<file path="config.mk">
export PLATFORM = sky130hd
export DESIGN_NAME = z_trade_order_ctrl
export DESIGN_NICKNAME = d
export VERILOG_FILES = /design/src/rtl/z_trade_order_ctrl.sv
export SDC_FILE = /design/constraint.sdc
export NUM_CORES = 1
export LEC_CHECK = 0
export ABC_AREA = 1
export CORE_MARGIN = 2
export CORE_UTILIZATION = 50
export CTS_BUF_LIST = sky130_fd_sc_hd__clkbuf_4 sky130_fd_sc_hd__clkbuf_8
export CTS_CLUSTER_DIAMETER = 120
export DETAILED_ROUTE_END_ITERATION = 10
export PLACE_DENSITY = 0.83
export SYNTH_ARGS = -nofsm -noshare
export SYNTH_HDL_FRONTEND = slang
export SYNTH_SLANG_ARGS = --single-unit
</file>
<file path="constraint.sdc">
create_clock -name clk -period 3 [get_ports clk]
set_input_delay 0.45 -clock clk [delete_from_list [all_inputs] [get_ports clk]]
set_output_delay 0.45 -clock clk [all_outputs]
set_load 0.05 [all_outputs]
</file>
<file path="src/rtl/z_trade_order_ctrl.sv">
// Order-sequencing controller behind the Z-score trade decision unit.
// It gates decisions behind a warm-up period and issues one order at a time against a symmetric position limit.
module z_trade_order_ctrl #(
    parameter int WARMUP_SAMPLES  = 16,
    parameter int COOLDOWN_CYCLES = 8,
    parameter int MAX_POS         = 4,
    parameter int POS_W           = 8
) (
    input  logic                    clk,
    input  logic                    rst,
    input  logic                    sample_valid,
    input  logic                    buy_signal,
    input  logic                    sell_signal,
    input  logic                    flush,
    input  logic                    order_ready,
    output logic                    order_valid,
    output logic                    order_side,
    output logic signed [POS_W-1:0] position,
    output logic                    armed,
    output logic                    reject
);

    typedef enum logic [1:0] {
        WARMUP,
        IDLE,
        ISSUE,
        COOLDOWN
    } state_t;

    localparam logic signed [POS_W-1:0] POS_HI  = POS_W'(MAX_POS);
    localparam logic signed [POS_W-1:0] POS_LO  = -POS_HI;
    localparam logic signed [POS_W-1:0] POS_ONE = POS_W'(1);
    localparam logic [7:0] WARM_LAST = 8'(WARMUP_SAMPLES - 1);
    localparam logic [7:0] COOL_LOAD = 8'(COOLDOWN_CYCLES);

    state_t     state;
    logic [7:0] warm_cnt;
    logic [7:0] cool_cnt;

    // A handshake can only happen in ISSUE, where order_valid is already high.
    logic handshake;
    assign handshake = (state == ISSUE) && order_ready;

    // NOTE: every register is written with <= so all state updates see pre-edge values.
    always_ff @(posedge clk or posedge rst) begin
        if (rst) begin
            state       <= WARMUP;
            warm_cnt    <= '0;
            cool_cnt    <= '0;
            order_valid <= 1'b0;
            order_side  <= 1'b0;
            position    <= '0;
            armed       <= 1'b0;
            reject      <= 1'b0;
        end else begin
            reject <= 1'b0;
            if (flush) begin
                state       <= WARMUP;
                warm_cnt    <= '0;
                cool_cnt    <= '0;
                order_valid <= 1'b0;
                armed       <= 1'b0;
                if (handshake) begin
                    position <= order_side ? position - POS_ONE : position + POS_ONE;
                end
            end else begin
                case (state)
                    WARMUP: begin
                        if (sample_valid) begin
                            if (warm_cnt != 8'hFF) begin
                                warm_cnt <= warm_cnt + 8'd1;
                            end
                            if (warm_cnt == WARM_LAST) begin
                                state <= IDLE;
                                armed <= 1'b1;
                            end
                        end
                    end
                    IDLE: begin
                        if (sample_valid) begin
                            case ({buy_signal, sell_signal})
                                2'b10: begin
                                    if (position < POS_HI) begin
                                        order_side  <= 1'b0;
                                        order_valid <= 1'b1;
                                        state       <= ISSUE;
                                    end else begin
                                        reject <= 1'b1;
                                    end
                                end
                                2'b01: begin
                                    if (position > POS_LO) begin
                                        order_side  <= 1'b1;
                                        order_valid <= 1'b1;
                                        state       <= ISSUE;
                                    end else begin
                                        reject <= 1'b1;
                                    end
                                end
                                2'b11:   reject <= 1'b1;
                                default: ;
                            endcase
                        end
                    end
                    ISSUE: begin
                        if (order_ready) begin
                            position    <= order_side ? position - POS_ONE : position + POS_ONE;
                            order_valid <= 1'b0;
                            if (COOL_LOAD == 8'd0) begin
                                state <= IDLE;
                            end else begin
                                state    <= COOLDOWN;
                                cool_cnt <= COOL_LOAD;
                            end
                        end
                    end
                    COOLDOWN: begin
                        cool_cnt <= cool_cnt - 8'd1;
                        if (cool_cnt == 8'd1) begin
                            state <= IDLE;
                        end
                    end
                    default: state <= WARMUP;
                endcase
            end
        end
    end

endmodule

</file>
# Word level (Yosys, flattened, before mapping)
# Index checks and enable logic that the tools add are counted.
totals:
  register_bits: 30
  input_bits: 7
  out_inout_bits: 12
  word_cells: 94
op_classes:
  n_addsub: 4
  magnitude_cmp: 2
  n_eq_ne: 20
  muxes: 41
  n_bitwise: 1
  n_reduce_logical: 18
op_table:
  columns: ["operator", "count"]
  rows:
  - ["2-to-1 mux 8 bit", 11]
  - ["2-to-1 mux 2 bit", 8]
  - ["case mux 8 bit (2 select lines)", 1]
  - ["2-to-1 mux 1 bit", 15]
  - ["inequality test 3 bit, second input constant", 5]
  - ["nonzero test 2 bit", 7]
  - ["AND reduction 6 bit", 2]
  - ["AND reduction 3 bit", 3]
  - ["adder 8 x 1 -> 8 bit, second input constant", 1]
  - ["adder 8 x 2 -> 8 bit, second input constant", 1]
  - ["== test 2 bit, second input constant", 4]
  - ["== test 8 x 1 -> 1 bit, second input constant", 1]
  - ["== test 8 x 4 -> 1 bit, second input constant", 1]
  - ["greater-than comparator 8 x 3 -> 1 bit, second input constant", 1]
  - ["< comparator 8 x 4 -> 1 bit, second input constant", 1]
  - ["inequality test 4 bit, second input constant", 2]
  - ["inequality test 8 bit, second input constant", 1]
  - ["case mux 2 bit (4 select lines)", 1]
  - ["AND reduction 8 bit", 1]
  - ["subtractor 8 x 1 -> 8 bit, second input constant", 1]
  - ["subtractor 8 x 2 -> 8 bit, second input constant", 1]
  - ["case mux 1 bit (2 select lines)", 3]
  - ["nonzero test 3 bit", 2]
  - ["== test 2 x 1 -> 1 bit, second input constant", 2]
  - ["other kinds (9)", 10]

# Depth between registers and ports, before layout
logic_depth:
  depth_word: 6
  depth_mapped: 10
  mapped_depth_nobuf: 10

# Least setup slack after synthesis
# Ideal clock, no wire load.
synth_timing:
  path_kind: "reg-to-reg"
  startpoint: "register order_side"
  endpoint: "register position[5]"
  setup_time_ps: 127
  t_arrival_ps: 1854
  required_time_ps: 2873
  slack_ps: 1019
  path_stages_with_launch: 9
  n_path_buf: 0
  synth_period_minus_slack_ps: 1981
  path_cell_list: "dfrtp_1 ha_1 nand3_1 nand3_1 nand2_1 nand2_1 or2_2 nand3_1 o21ai_0"
synth_between:
  elab_chain_len: 4
  word_cells_on_any_way: 5
  classes_between: "5 x mux"
synth_rtl:
  columns: ["item", "line", "rtl"]
  rows:
  - ["from (decl)", "17", "output logic order_side,"]
  - ["from (signal assigned)", "51", "order_side <= 1'b0;"]
  - ["from (signal assigned)", "84", "order_side <= 1'b0;"]
  - ["from (signal assigned)", "93", "order_side <= 1'b1;"]
  - ["2-to-1 mux 8 bit *", "64, 107", null]
  - ["2-to-1 mux 8 bit", "106", "if (order_ready) begin"]
  - ["2-to-1 mux 8 bit", "67", "case (state)"]
  - ["2-to-1 mux 8 bit *", "57", "if (flush) begin"]
  - ["to (signal assigned)", "64", "position <= order_side ? position - POS_ONE : position + POS_ONE;"]
  - ["to (signal assigned)", "107", "position <= order_side ? position - POS_ONE : position + POS_ONE;"]
  - ["to (decl)", "18", "output logic signed [POS_W-1:0] position,"]
# Mark *: on every way between the ends. The rest lies on a longest branch, timed or not. The select of a mux whose other input is x is not followed.
# A chain may end at the register's enable or synchronous reset.

# Worst setup path in the final report
layout_timing:
  startpoint: "register order_side"
  endpoint: "output order_side"
# No word-level cell between the ends.

==> out/summary.txt <==
Fmax - 452 MHz
Max-Cap Viols - 0
Final hold vios - 0
Max-Slew Margin vs Limit - 66.6%
RSZ-0062 raised after global routing - no
Min-Delay Path Class - flop to flop
Minimum clock period - 2210 ps
TritonCTS clock tree - done
Post-CTS Resized - 0
Crit path buf inv count - 1
Vias per cell - 5.19
Placement Rows - 23
Grt total ovfl - 0
Final setup viols - 0
Seq/Total Area, Yosys - 37.0%
Syn_area_per_cell - 7.16 µm²
Die width - 67.7 µm
Placer Congestion - 0.869
Top post-synthesis cells by area - dfrtp_1 (37%), nand2_1 (14%), ha_1 (8.0%)
Worst r2r src - order_side$_DFFE_PP0P_
Die area - 0.00458 mm²
Commonest non-fill, non-tap cell in the layout - nand2_1
Fraction of registers with async set/reset - 100%
Iter 0 DRT Violations - 122
Longest Clk Path Bufs - 2
Fin crit share - 73.7%
Vias in the first global route - 1716
CP top delay family - buffers and inverters
PD cells - 920 mW/mm²
Vias - 1854
Die Height - 67.7 µm
Synthesized flop and latch total - 30
Synth Flop Type - dfrtp_1
Fin. max-slew vios - 0
Core box area - 0.00394 mm²
Core Util, Final - 59.3%
Total leakage power - 0.00117 µW
TritonCTS buffer count - 5
Root buffer cell - clkbuf_8
Skew final - 1.95 ps
Worst-Skew Late Latency - 280 ps
Global Route Usage Sum - 21.7%
Area share of the leading cell type in the synthesized netlist - 37.0%
Number of setup buffers added after CTS - 0
Diodes inserted - 0
First-pass GRT wire length - 7.41 mm
Post-DP HPWL - 3.23 mm
DR DRC count - 0
PortBufs - 18
IO Count - 19
Largest net degree at the start of global routing - 31
Clk pin slew, worst setup/hold paths - 60 ps
CTS H-tree depth - 2
Share of layout cells above drive strength 1 - 5.21%
WS Path Type - flop to primary output
Footprint of the multi-input gates - 0.00109 mm²
CTS Sinks - 30
Mapped cell area - 0.00203 mm²
Arr. time, crit path - 1760 ps
CP max-delay cell - clkdlybuf4s50_1
Crit-path max FO - 10
Synth Warn # - 0
Most frequent cells in the layout - nand2_1 (75), inv_1 (43), nor2_1 (33)
Synthesized Nets - 304
Final cell count without fillers - 357
Status - finished clean
DRT Pass-1 Iters - 4
Post-synthesis cell type count - 27
Crit-path cells - clkdlybuf4s50_1
Placed instance count - 350
Worst setup EP type - primary output
Routed wire length - 4.43 mm
Worst path max stage delay - 890 ps
Setup TNS - 0 ps
FF+latch area - 751 µm²
Least-Margin Pin Slew - 500 ps
Post-Synthesis Cells - 283
WL/cell - 12.4 µm
# nets final - 328
Peak supply drop - 0.696 mV
Worst Path Required - 2550 ps
Initial core utilization - 51.4%
Area growth from synthesis to layout - 15.2%
Post-CTS Hold Fix Bufs - 0
Origin of the worst setup path - order_side$_DFFE_PP0P_
Final ANT Viol Nets - 0
Startpoint types - flop
Hold path start - order_valid$_DFFE_PP0P_
Post-synth EDFFs - 0
Yosys top cell by area - dfrtp_1
# fillers - 354
Initial antenna violation count - 0
## Yosys cell counts (2+ instances only)
library cell	n
nand2_1	75
inv_1	43
nor2_1	33
dfrtp_1	30
nand3_1	29
o21ai_0	17
ha_1	13
a21oi_1	12
xor2_1	4
nand4_1	3
o31ai_1	3
nor2_2	2
nor3_1	2
o211ai_1	2
o21ai_2	2
or2_2	2
## report_power, final
group | internal (µW) | total, µW | switching, µW
Clock | 177 | 315 | 138
Sequential | 533 | 688 | 155
Combinational | 407 | 1150 | 741
Total | 1120 | 2150 | 1030
## registers in the layout, indices dropped and copies added (netlist names)
name / count
armed: 1
state: 2
reject: 1
order_valid: 1
order_side: 1
warm_cnt: 8
cool_cnt: 8
position: 8
## metrics by stage
step / total power (µW) / hold slack, ps / area [µm²] / worst slack (ps)
floorplan: 1520 / 478 / 2030 / 1020
global placement: 1790 / 477 / 2250 / 892
detailed placement: 1820 / 468 / 2250 / 828
CTS: 2160 / 493 / 2340 / 778
global route: 2330 / 549 / 2340 / 739
finish: 2150 / 492 / 2340 / 789
## layer usage
layer | share of wire, % | track usage [%] | vias to the layer above
met5 | 0 | 0 | -
met3 | 4.2 | 7.00 | 5
li1 | - | - | 950
met1 | 48 | 27.3 | 858
met4 | 1.3 | 6.89 | 0
met2 | 47 | 35.2 | 41
## logic make-up (layout without fill, tap and decap cells)
kind of cell               after synthesis  after routing  share of synthesized area [%]
and+or+nand+nor                        146            146                           29.8
buffers and inverters                   46             70                           9.38
AOI/OAI and AO/OA                       42             42                           12.6
DFF                                     30             30                           37.0
adders and majority gates               14             14                           9.01
xor gates and xnor gates                 5              5                           2.16
## tightest hold or removal path, stage by stage (launching register included)
cell and delay [ps]:
dfrtp_1 350, nand2_1 60, nand2_1 50
## worst paths after layout
kind | to | slack, ps | cells after the start
min | order_valid$_DFFE_PP0P_ | 490 | 2
min in group asynchronous | cool_cnt[1]$_DFFE_PP0P_ | 550 | 3
max in group asynchronous | position[3]$_DFFE_PP0P_ | 2170 | 3
max | order_side | 790 | 1
max reg2reg | position[5]$_DFFE_PP0P_ | 1090 | 8
min reg2reg | order_valid$_DFFE_PP0P_ | 490 | 2
## final cells by class
type                       instances  area share [%]
tap                               50            2.68
inverter                          44            7.07
clock buffer                       7            3.59
sequential                        30            32.1
multi-input combinational        207            46.5
timing repair buffer              19            8.03
No activity file was read; power rests on OpenSTA's default activity.
